==> config.mk <==
export PLATFORM = sky130hd
export DESIGN_NAME = mc_ctrl
export DESIGN_NICKNAME = d
export VERILOG_FILES = /design/src/rtl/mc_ctrl.sv
export SDC_FILE = /design/constraint.sdc
export NUM_CORES = 1
export LEC_CHECK = 0
export BUFFER_PORTS_ARGS = -buffer_cell sky130_fd_sc_hd__clkbuf_2
export CAP_MARGIN = 5
export CORE_ASPECT_RATIO = 0.7
export CORE_MARGIN = 2
export CORE_UTILIZATION = 47
export DETAILED_ROUTE_END_ITERATION = 12
export GPL_ROUTABILITY_DRIVEN = 1
export PLACE_DENSITY = 0.8
export SLEW_MARGIN = 10
export SYNTH_ARGS = -nofsm -noshare
export SYNTH_HDL_FRONTEND = slang
export SYNTH_SLANG_ARGS = --single-unit
==> constraint.sdc <==
create_clock -name clk -period 2.65 [get_ports clk]
set_clock_uncertainty 0.1 [all_clocks]
set_input_delay 0.265 -clock clk [delete_from_list [all_inputs] [get_ports clk]]
set_output_delay 0.265 -clock clk [all_outputs]
set_load 0.01 [all_outputs]
==> src/rtl/mc_ctrl.sv <==
// mc_ctrl: multi-cycle control FSM for the shared-ALU / shared-memory MIPS
// datapath. Sequences FETCH/DECODE/EXEC/MEM/WB, drives the datapath write
// enables and mux selects, stalls in MEM on memReady and counts retired
// instructions.
// Optional feature macro: MC_CTRL_ILLEGAL_TRAP_EN -- undecoded instructions
// trap into a sticky HALT state instead of executing as nop.
module mc_ctrl #(
  parameter int RETIRE_W = 32
) (
  input  logic                clk,
  input  logic                reset,
  input  logic [31:0]         instr,
  input  logic                zero,
  input  logic                memReady,
  output logic                irWE,
  output logic                pcWE,
  output logic                regWE,
  output logic                dmWE,
  output logic                dmRE,
  output logic [2:0]          aluOp,
  output logic                aluSrc,
  output logic                usExt,
  output logic [1:0]          regDesCtrl,
  output logic [1:0]          regDataCtrl,
  output logic [2:0]          nextPCop,
  output logic [2:0]          state,
  output logic [RETIRE_W-1:0] retired,
  output logic                halted
);

  typedef enum logic [2:0] {
    FETCH  = 3'd0,
    DECODE = 3'd1,
    EXEC   = 3'd2,
    MEM    = 3'd3,
    WB     = 3'd4,
    HALT   = 3'd5
  } state_t;

  state_t              state_q, state_d;
  logic [RETIRE_W-1:0] retired_q;
  logic                retire_d;

  // Raw enables before the reset gate
  logic irWERaw, pcWERaw, regWERaw, dmWERaw, dmRERaw;

  logic [5:0] opcode;
  logic [5:0] funct;
  logic       isRtype;
  logic       isAddu, isSubu, isJr;
  logic       isOri, isLui, isLw, isSw, isBeq, isJ, isJal, isNop;
  logic       isDecoded;

  assign opcode = instr[31:26];
  assign funct  = instr[5:0];

  // Instruction decode, shared by next-state and output logic
  always_comb begin
    isRtype   = (opcode == 6'h00);
    isAddu    = isRtype && (funct == 6'h21);
    isSubu    = isRtype && (funct == 6'h23);
    isJr      = isRtype && (funct == 6'h08);
    isOri     = (opcode == 6'h0d);
    isLui     = (opcode == 6'h0f);
    isLw      = (opcode == 6'h23);
    isSw      = (opcode == 6'h2b);
    isBeq     = (opcode == 6'h04);
    isJ       = (opcode == 6'h02);
    isJal     = (opcode == 6'h03);
    isNop     = (instr == 32'h0000_0000);
    isDecoded = isAddu | isSubu | isJr | isOri | isLui | isLw | isSw |
                isBeq | isJ | isJal | isNop;
  end

  // State and retire-counter registers; reset returns to FETCH at once
  always_ff @(posedge clk or posedge reset) begin
    if (reset) begin
      state_q   <= FETCH;
      retired_q <= '0;
    end else begin
      state_q <= state_d;
      if (retire_d) begin
        retired_q <= retired_q + RETIRE_W'(1);
      end
    end
  end

  // Next state; retire_d marks the last cycle of an instruction
  always_comb begin
    state_d  = state_q;
    retire_d = 1'b0;
    case (state_q)
      FETCH:  state_d = DECODE;
      DECODE: state_d = EXEC;
      EXEC: begin
        if (isAddu || isSubu || isOri || isLui) begin
          state_d = WB;
        end else if (isLw || isSw) begin
          state_d = MEM;
        end else if (isDecoded) begin
          state_d  = FETCH;
          retire_d = 1'b1;
        end else begin
`ifdef MC_CTRL_ILLEGAL_TRAP_EN
          state_d  = HALT;
`else
          state_d  = FETCH;
          retire_d = 1'b1;
`endif
        end
      end
      MEM: begin
        if (memReady) begin
          if (isLw) begin
            state_d = WB;
          end else begin
            state_d  = FETCH;
            retire_d = 1'b1;
          end
        end
      end
      WB: begin
        state_d  = FETCH;
        retire_d = 1'b1;
      end
      HALT: begin
`ifdef MC_CTRL_ILLEGAL_TRAP_EN
        state_d = HALT;
`else
        state_d = FETCH;
`endif
      end
      default: state_d = FETCH;
    endcase
  end

  // Datapath controls decoded from the current state and instruction
  always_comb begin
    irWERaw     = 1'b0;
    pcWERaw     = 1'b0;
    regWERaw    = 1'b0;
    dmWERaw     = 1'b0;
    dmRERaw     = 1'b0;
    aluOp       = 3'd0;
    aluSrc      = 1'b0;
    usExt       = 1'b0;
    regDesCtrl  = 2'd0;
    regDataCtrl = 2'd0;
    nextPCop    = 3'd0;
    case (state_q)
      FETCH: begin
        irWERaw  = 1'b1;
        pcWERaw  = 1'b1;
        nextPCop = 3'd0;
      end
      EXEC: begin
        if (isAddu) begin
          aluOp = 3'd0;
        end else if (isSubu) begin
          aluOp = 3'd1;
        end else if (isOri) begin
          aluOp  = 3'd2;
          aluSrc = 1'b1;
          usExt  = 1'b1;
        end else if (isLui) begin
          aluOp  = 3'd3;
          aluSrc = 1'b1;
        end else if (isLw || isSw) begin
          aluOp  = 3'd0;
          aluSrc = 1'b1;
        end else if (isBeq) begin
          aluOp    = 3'd1;
          pcWERaw  = zero;
          nextPCop = 3'd1;
        end else if (isJ) begin
          pcWERaw  = 1'b1;
          nextPCop = 3'd2;
        end else if (isJal) begin
          pcWERaw     = 1'b1;
          nextPCop    = 3'd2;
          regWERaw    = 1'b1;
          regDesCtrl  = 2'd2;
          regDataCtrl = 2'd2;
        end else if (isJr) begin
          pcWERaw  = 1'b1;
          nextPCop = 3'd3;
        end
      end
      MEM: begin
        dmRERaw = isLw;
        dmWERaw = isSw;
      end
      WB: begin
        regWERaw = 1'b1;
        if (isAddu || isSubu) begin
          regDesCtrl = 2'd1;
        end else if (isLw) begin
          regDataCtrl = 2'd1;
        end
      end
      default: ;
    endcase
  end

  // Reset gates every write enable so nothing commits while it is held
  assign irWE  = irWERaw  & ~reset;
  assign pcWE  = pcWERaw  & ~reset;
  assign regWE = regWERaw & ~reset;
  assign dmWE  = dmWERaw  & ~reset;
  assign dmRE  = dmRERaw  & ~reset;

  assign state   = state_q;
  assign retired = retired_q;

`ifdef MC_CTRL_ILLEGAL_TRAP_EN
  assign halted = (state_q == HALT);
`else
  assign halted = 1'b0;
`endif

endmodule

Yosys cells after proc, flatten, opt, wreduce, memory -nomap -nowiden

Index checks and enable logic that the tools add are counted.

Bits in registers: 35
Input port bits: 36
Output and inout port bits: 53
Logic and storage cells: 105

$add $sub $neg: 1
Equality and inequality tests: 15
Mux-type cells: 72
Bitwise operators: 6
Reductions and logical operators: 9

Operators by type and width:

| kind                                                                   | number |
|---|---|
| 2-bit 2-to-1 mux                                                       | 24 |
| 1-bit 2-to-1 mux                                                       | 39 |
| 32-bit by 1-bit adder with 32-bit output (second input constant)       | 1 |
| 6-bit equality test (second input constant)                            | 4 |
| 6-bit by 4-bit equality test with 1-bit output (second input constant) | 3 |
| 6-bit by 2-bit equality test with 1-bit output (second input constant) | 2 |
| 3-bit one-hot mux with 4 select lines                                  | 1 |
| 3-bit 2-to-1 mux                                                       | 3 |
| 2-bit one-hot mux with 2 select lines                                  | 2 |
| 3-bit by 2-bit equality test with 1-bit output (second input constant) | 2 |
| 6-bit by 3-bit equality test with 1-bit output (second input constant) | 1 |
| 6-bit zero test                                                        | 1 |
| 1-bit bitwise AND                                                      | 5 |
| 1-bit logical OR                                                       | 4 |
| 1-bit one-hot mux with 2 select lines                                  | 2 |
| 3-bit by 1-bit equality test with 1-bit output (second input constant) | 1 |
| 3-bit equality test (second input constant)                            | 1 |
| 1-bit logical AND                                                      | 3 |
| 3-bit zero test                                                        | 1 |
| 1-bit one-hot mux with 3 select lines                                  | 1 |
| 2-bit != test (second input constant)                                  | 1 |
| 1-bit NOT                                                              | 1 |

Depth between registers and ports, before layout

Depth after elaboration: 13
Depth in mapped cells: 7
Depth with buffers taken out: 5

Worst setup path after synthesis

Ideal clock, no wire load.

Kind: input -> register
Start point: input port instr[29]
End point: register retired_q[1] (netlist: retired[1])
Library setup time: 0.128 ns
Data arrival time: 2.096 ns
Data required time: 2.422 ns
Setup slack: 0.326 ns
Cell stages on the path: 6
Path buffers: 2
Path through: buf_2 -> or4_1 -> o31a_1 -> a211oi_4 -> buf_6 -> mux2_1

Longest elaborated chain between the ends: 7
Elaborated cells on any way between the ends: 16
Classes of those cells: eq/ne: 4; mux: 5; reduce/logical: 7

Ends and longest elaborated chain:

| item                                      | RTL line | source |
|---|---|---|
| start: declaration                        | 12       | `input logic [31:0] instr,` |
| 6-bit zero test                           | 59       | `isRtype = (opcode == 6'h00);` |
| 1-bit logical AND (on tied branches)      | 60, 61   |  |
| 1-bit logical OR (3 in a row)             | 96       | `if (isAddu \|\| isSubu \|\| isOri \|\| isLui) begin` |
| 1-bit 2-to-1 mux                          | 96       |  |
| 1-bit one-hot mux with 3 select lines (*) | 92       | `case (state_q)` |
| end signal: assignment                    | 83       | `retired_q <= retired_q + RETIRE_W'(1);` |
| end: declaration                          | 41       | `logic [RETIRE_W-1:0] retired_q;` |

Every way passes the cells marked *; elsewhere a longest branch is shown, timed or not.
A chain may end at the register's enable or synchronous reset.

Worst setup path in the final report

Start point: register state_q[1] (netlist: state[1])
End point: register retired_q[28] (netlist: retired[28])

Longest elaborated chain between the ends: 2
Elaborated cells on any way between the ends: 4
Classes of those cells: eq/ne: 3; mux: 1

Ends and longest elaborated chain:

| item                                                                                  | RTL line | source |
|---|---|---|
| start: declaration                                                                    | 40       | `state_t state_q, state_d;` |
| start signal: assignment                                                              | 81       | `state_q <= state_d;` |
| 3-bit equality test or 3-bit by 2-bit equality test with 1-bit output (tied branches) | 92       |  |
| 1-bit one-hot mux with 3 select lines (*)                                             | 92       |  |

Marked as above.

==> impl_metrics.py <==
metrics = {
    "placed_design": {
        "gp_congestion": 0.9991,
        "dpl-instance-area_mm2": 0.002372,
        "port_buffers": 65,
        "dp_hpwl_um": 3613,
        "placed_cells": 324,
        "post-place-ws_ps": 246.3,
    },
    "pwr": {
        "power_uw": 1983,
        "p_leak_uw": 0.001165,
        "vdd_ir_drop_max_mv": 0.5868,
        "p_per_area_mw_per_mm2": 791.8,
    },
    "grt": {
        "grt_pass1_vias": 1503,
        "antenna_found_initial": 0,
        "grt_first_pass_wirelength_um": 7583,
        "track_usage_pct": 20.91,
        "grt_overflow_total": 0,
        "grt_max_degree": 36,
    },
    "worst_setup_path": {
        "cp-end-kind": "flip-flop",
        "path_class": "reg2reg",
        "start_kind": "flip-flop",
        "arrival_ps": 2370,
        "worst-path-buf-inv": 1,
        "worstPathRequired_ps": 2750,
        "crit_cells": 6,
        "crit_fanout": 32,
        "crit_chain": "nand3b_1 -> a211oi_1 -> a211oi_4 -> buf_12 -> nor4_1 -> xor2_1",
        "slowest_stage": "dfrtp_1",
        "reg2regPathDepth": 6,
        "cp_top_family": "simple AND/OR/NAND/NOR gates",
        "max_stage_delay_ps": 560,
    },
    "synth": {
        "synth-edff-count": 0,
        "synthCells": 209,
        "synth_area_per_cell_um2": 9.525,
        "syn_area_mm2": 0.001991,
        "synth.distinct_cells": 37,
        "ys_seq_elements": 35,
        "ys.warnings.count": 0,
        "ys_seq_area_share_pct": 44.00,
        "synth_ff_type": "dfrtp_1",
        "ys_async_sr_fraction_pct": 100.0,
    },
    "detailed_routing": {
        "drt_iter0_markers": 206,
        "drt-pass1-iter-count": 5,
        "vias": 1917,
        "drcViolationCount": 0,
        "wl_um": 4855,
        "wl_per_cell_um": 14.62,
        "ant_nets": 0,
        "vias_per_cell": 5.774,
    },
    "clock_network": {
        "post_cts_buffers": 0,
        "cts_hold_buf": 0,
        "cts_buffer_depth": 2,
        "cts_tree": "yes",
        "ctsRootBufferMaster": "clkbuf_8",
        "cts.sinks": 35,
        "htreeDepth": 2,
        "numCtsBuffers": 5,
        "clk_pin_slew_ps": 80,
        "clk_latency_ps": 280,
        "postCtsResizedCells": 0,
    },
    "sta": {
        "hold_viol": 0,
        "fmax_mhz": 439.2,
        "setup_viol": 0,
        "tightest_slew_ps": 652.8,
        "final.setup.worst_slack_ps": 373.1,
        "setup_tns_ps": 0,
        "fin_crit_sh_pct": 85.92,
        "maxSlewViolCount": 0,
        "finalCriticalPeriod_ps": 2277,
        "slew_headroom_pct": 56.08,
        "rsz0062_at_grt": "false",
    },
    "finish": {
        "design_area_mm2": 0.002505,
        "antenna_cells": 0,
        "areaGrowthSynthToFinish_pct": 25.83,
        "layout.cells.non_filler": 332,
        "fill_cells": 337,
        "drive_gt1_share_pct": 28.21,
        "nets": 316,
    },
    "floorplan": {
        "die_w_um": 81.79,
        "core_area_mm2": 0.003994,
        "initial_core_util_pct": 49.84,
        "rows": 19,
        "ios": 89,
        "die_area_mm2": 0.004780,
        "die_h_um": 58.45,
    },
    "job": {
        "cap_violations": 0,
    },
    "status": {
        "status": "complete, no violations",
    },
    "worst_hold_path": {
        "hold_class": "in2async",
    },
}
==> routing by layer <==
| metal | GRT usage [%] | vias up | share of wire (%) |
|---|---|---|---|
| li1 | - | 898 | - |
| met1 | 34.36 | 931 | 49 |
| met2 | 27.29 | 82 | 43 |
| met3 | 5.982 | 6 | 7.9 |
| met4 | 3.333 | 0 | 0.37 |
| met5 | 0 | - | 0 |
==> area by class of cell <==
type / instances / area (um^2) / share of cell area (%)
multi-input cells: 158 / 1018 / 40.66
flip-flops and latches: 35 / 875.8 / 34.97
clock inverters: 2 / 60.06 / 2.398
repair buffers: 71 / 382.9 / 15.28
clock buffers: 6 / 72.57 / 2.897
inverters: 8 / 30.03 / 1.199
well taps: 52 / 65.06 / 2.597
==> cell families after synthesis <==
family / count (synthesis) / share of synthesized area (%)
compound gates: 15 / 5.846
other cells: 1 / 0.1884
mux: 1 / 0.5656
fa+ha+maj: 1 / 0.6284
simple gates: 107 / 29.92
xor+xnor: 31 / 13.64
flops: 35 / 44.00
buf+inv: 18 / 5.217
==> placed cells by master, fill, tap and decap left out, types with 2 or more instances in the layout <==
master	netlist	layout
clkbuf_2	0	65
dfrtp_1	35	35
xor2_1	27	27
nor3_1	19	19
nand2_1	14	14
nand3_1	13	13
nor2_1	13	13
nor4_1	11	11
inv_1	8	8
and3_1	7	7
nand4_1	7	7
nor4b_1	6	6
nor3b_1	5	5
clkbuf_8	0	5
buf_4	5	5
nand3b_1	4	4
xnor2_1	4	4
a31oi_1	3	3
conb_1	1	3
or4_1	2	2
and4_1	2	2
a21oi_1	2	2
a311oi_1	2	2
nand2b_1	2	2
bufinv_16	0	2
==> report_power, final <==
group | switching, uW | leakage (uW) | internal (uW) | total [uW]
clock network | 189 | 0.0000654 | 376 | 565
registers | 152 | 0.000419 | 623 | 775
logic | 371 | 0.000681 | 272 | 643
total | 712 | 0.00116 | 1270 | 1980
==> state kept, by name (all words and copies together), names as in the netlist <==
name	cells
state	3
retired	32
==> cells in the mapped netlist, types with 2 or more instances <==
master	instances	area share (%)
xor2_1	27	12
nand2_1	14	2.6
buf_6	2	1.1
nor2_1	13	2.5
nand3_1	13	3.3
and3_1	7	2.2
buf_4	5	1.9
dfrtp_1	35	44
inv_1	8	1.5
nor4b_1	6	2.6
or4_1	2	0.75
nand3b_1	4	1.5
a311oi_1	2	0.88
nor3_1	19	4.8
nor3b_1	5	1.9
nand2b_1	2	0.63
a31oi_1	3	0.94
nand4_1	7	2.2
buf_2	2	0.50
and4_1	2	0.88
xnor2_1	4	1.8
a21oi_1	2	0.50
nor4_1	11	3.5
==> worst reg2reg max path, cell delays in order, from the launching register on <==
cell	delay, ps
dfrtp_1	560
nand3b_1	210
a211oi_1	490
a211oi_4	70
buf_12	190
nor4_1	380
xor2_1	190
==> metrics by stage <==
step,hold WS [ps],utilization (%)
after global routing,108.7,62.72
after CTS,111.2,62.72
after global placement,357.2,59.40
after detailed placement,369.7,59.40
after floorplan,280.1,-
final,92.17,62.72
==> path summary, 6_finish.rpt <==
kind,end,start,slack [ps]
setup / recovery,retired[28],state[1],370
hold / removal,retired[11],reset,90
setup reg to reg,retired[28],state[1],370
hold reg to reg,retired[31],retired[31],380
max in group asynchronous,retired[29],reset,2050
min in group clk,state[1],memReady,120
Note: power is estimated with default switching activity, not from simulation.
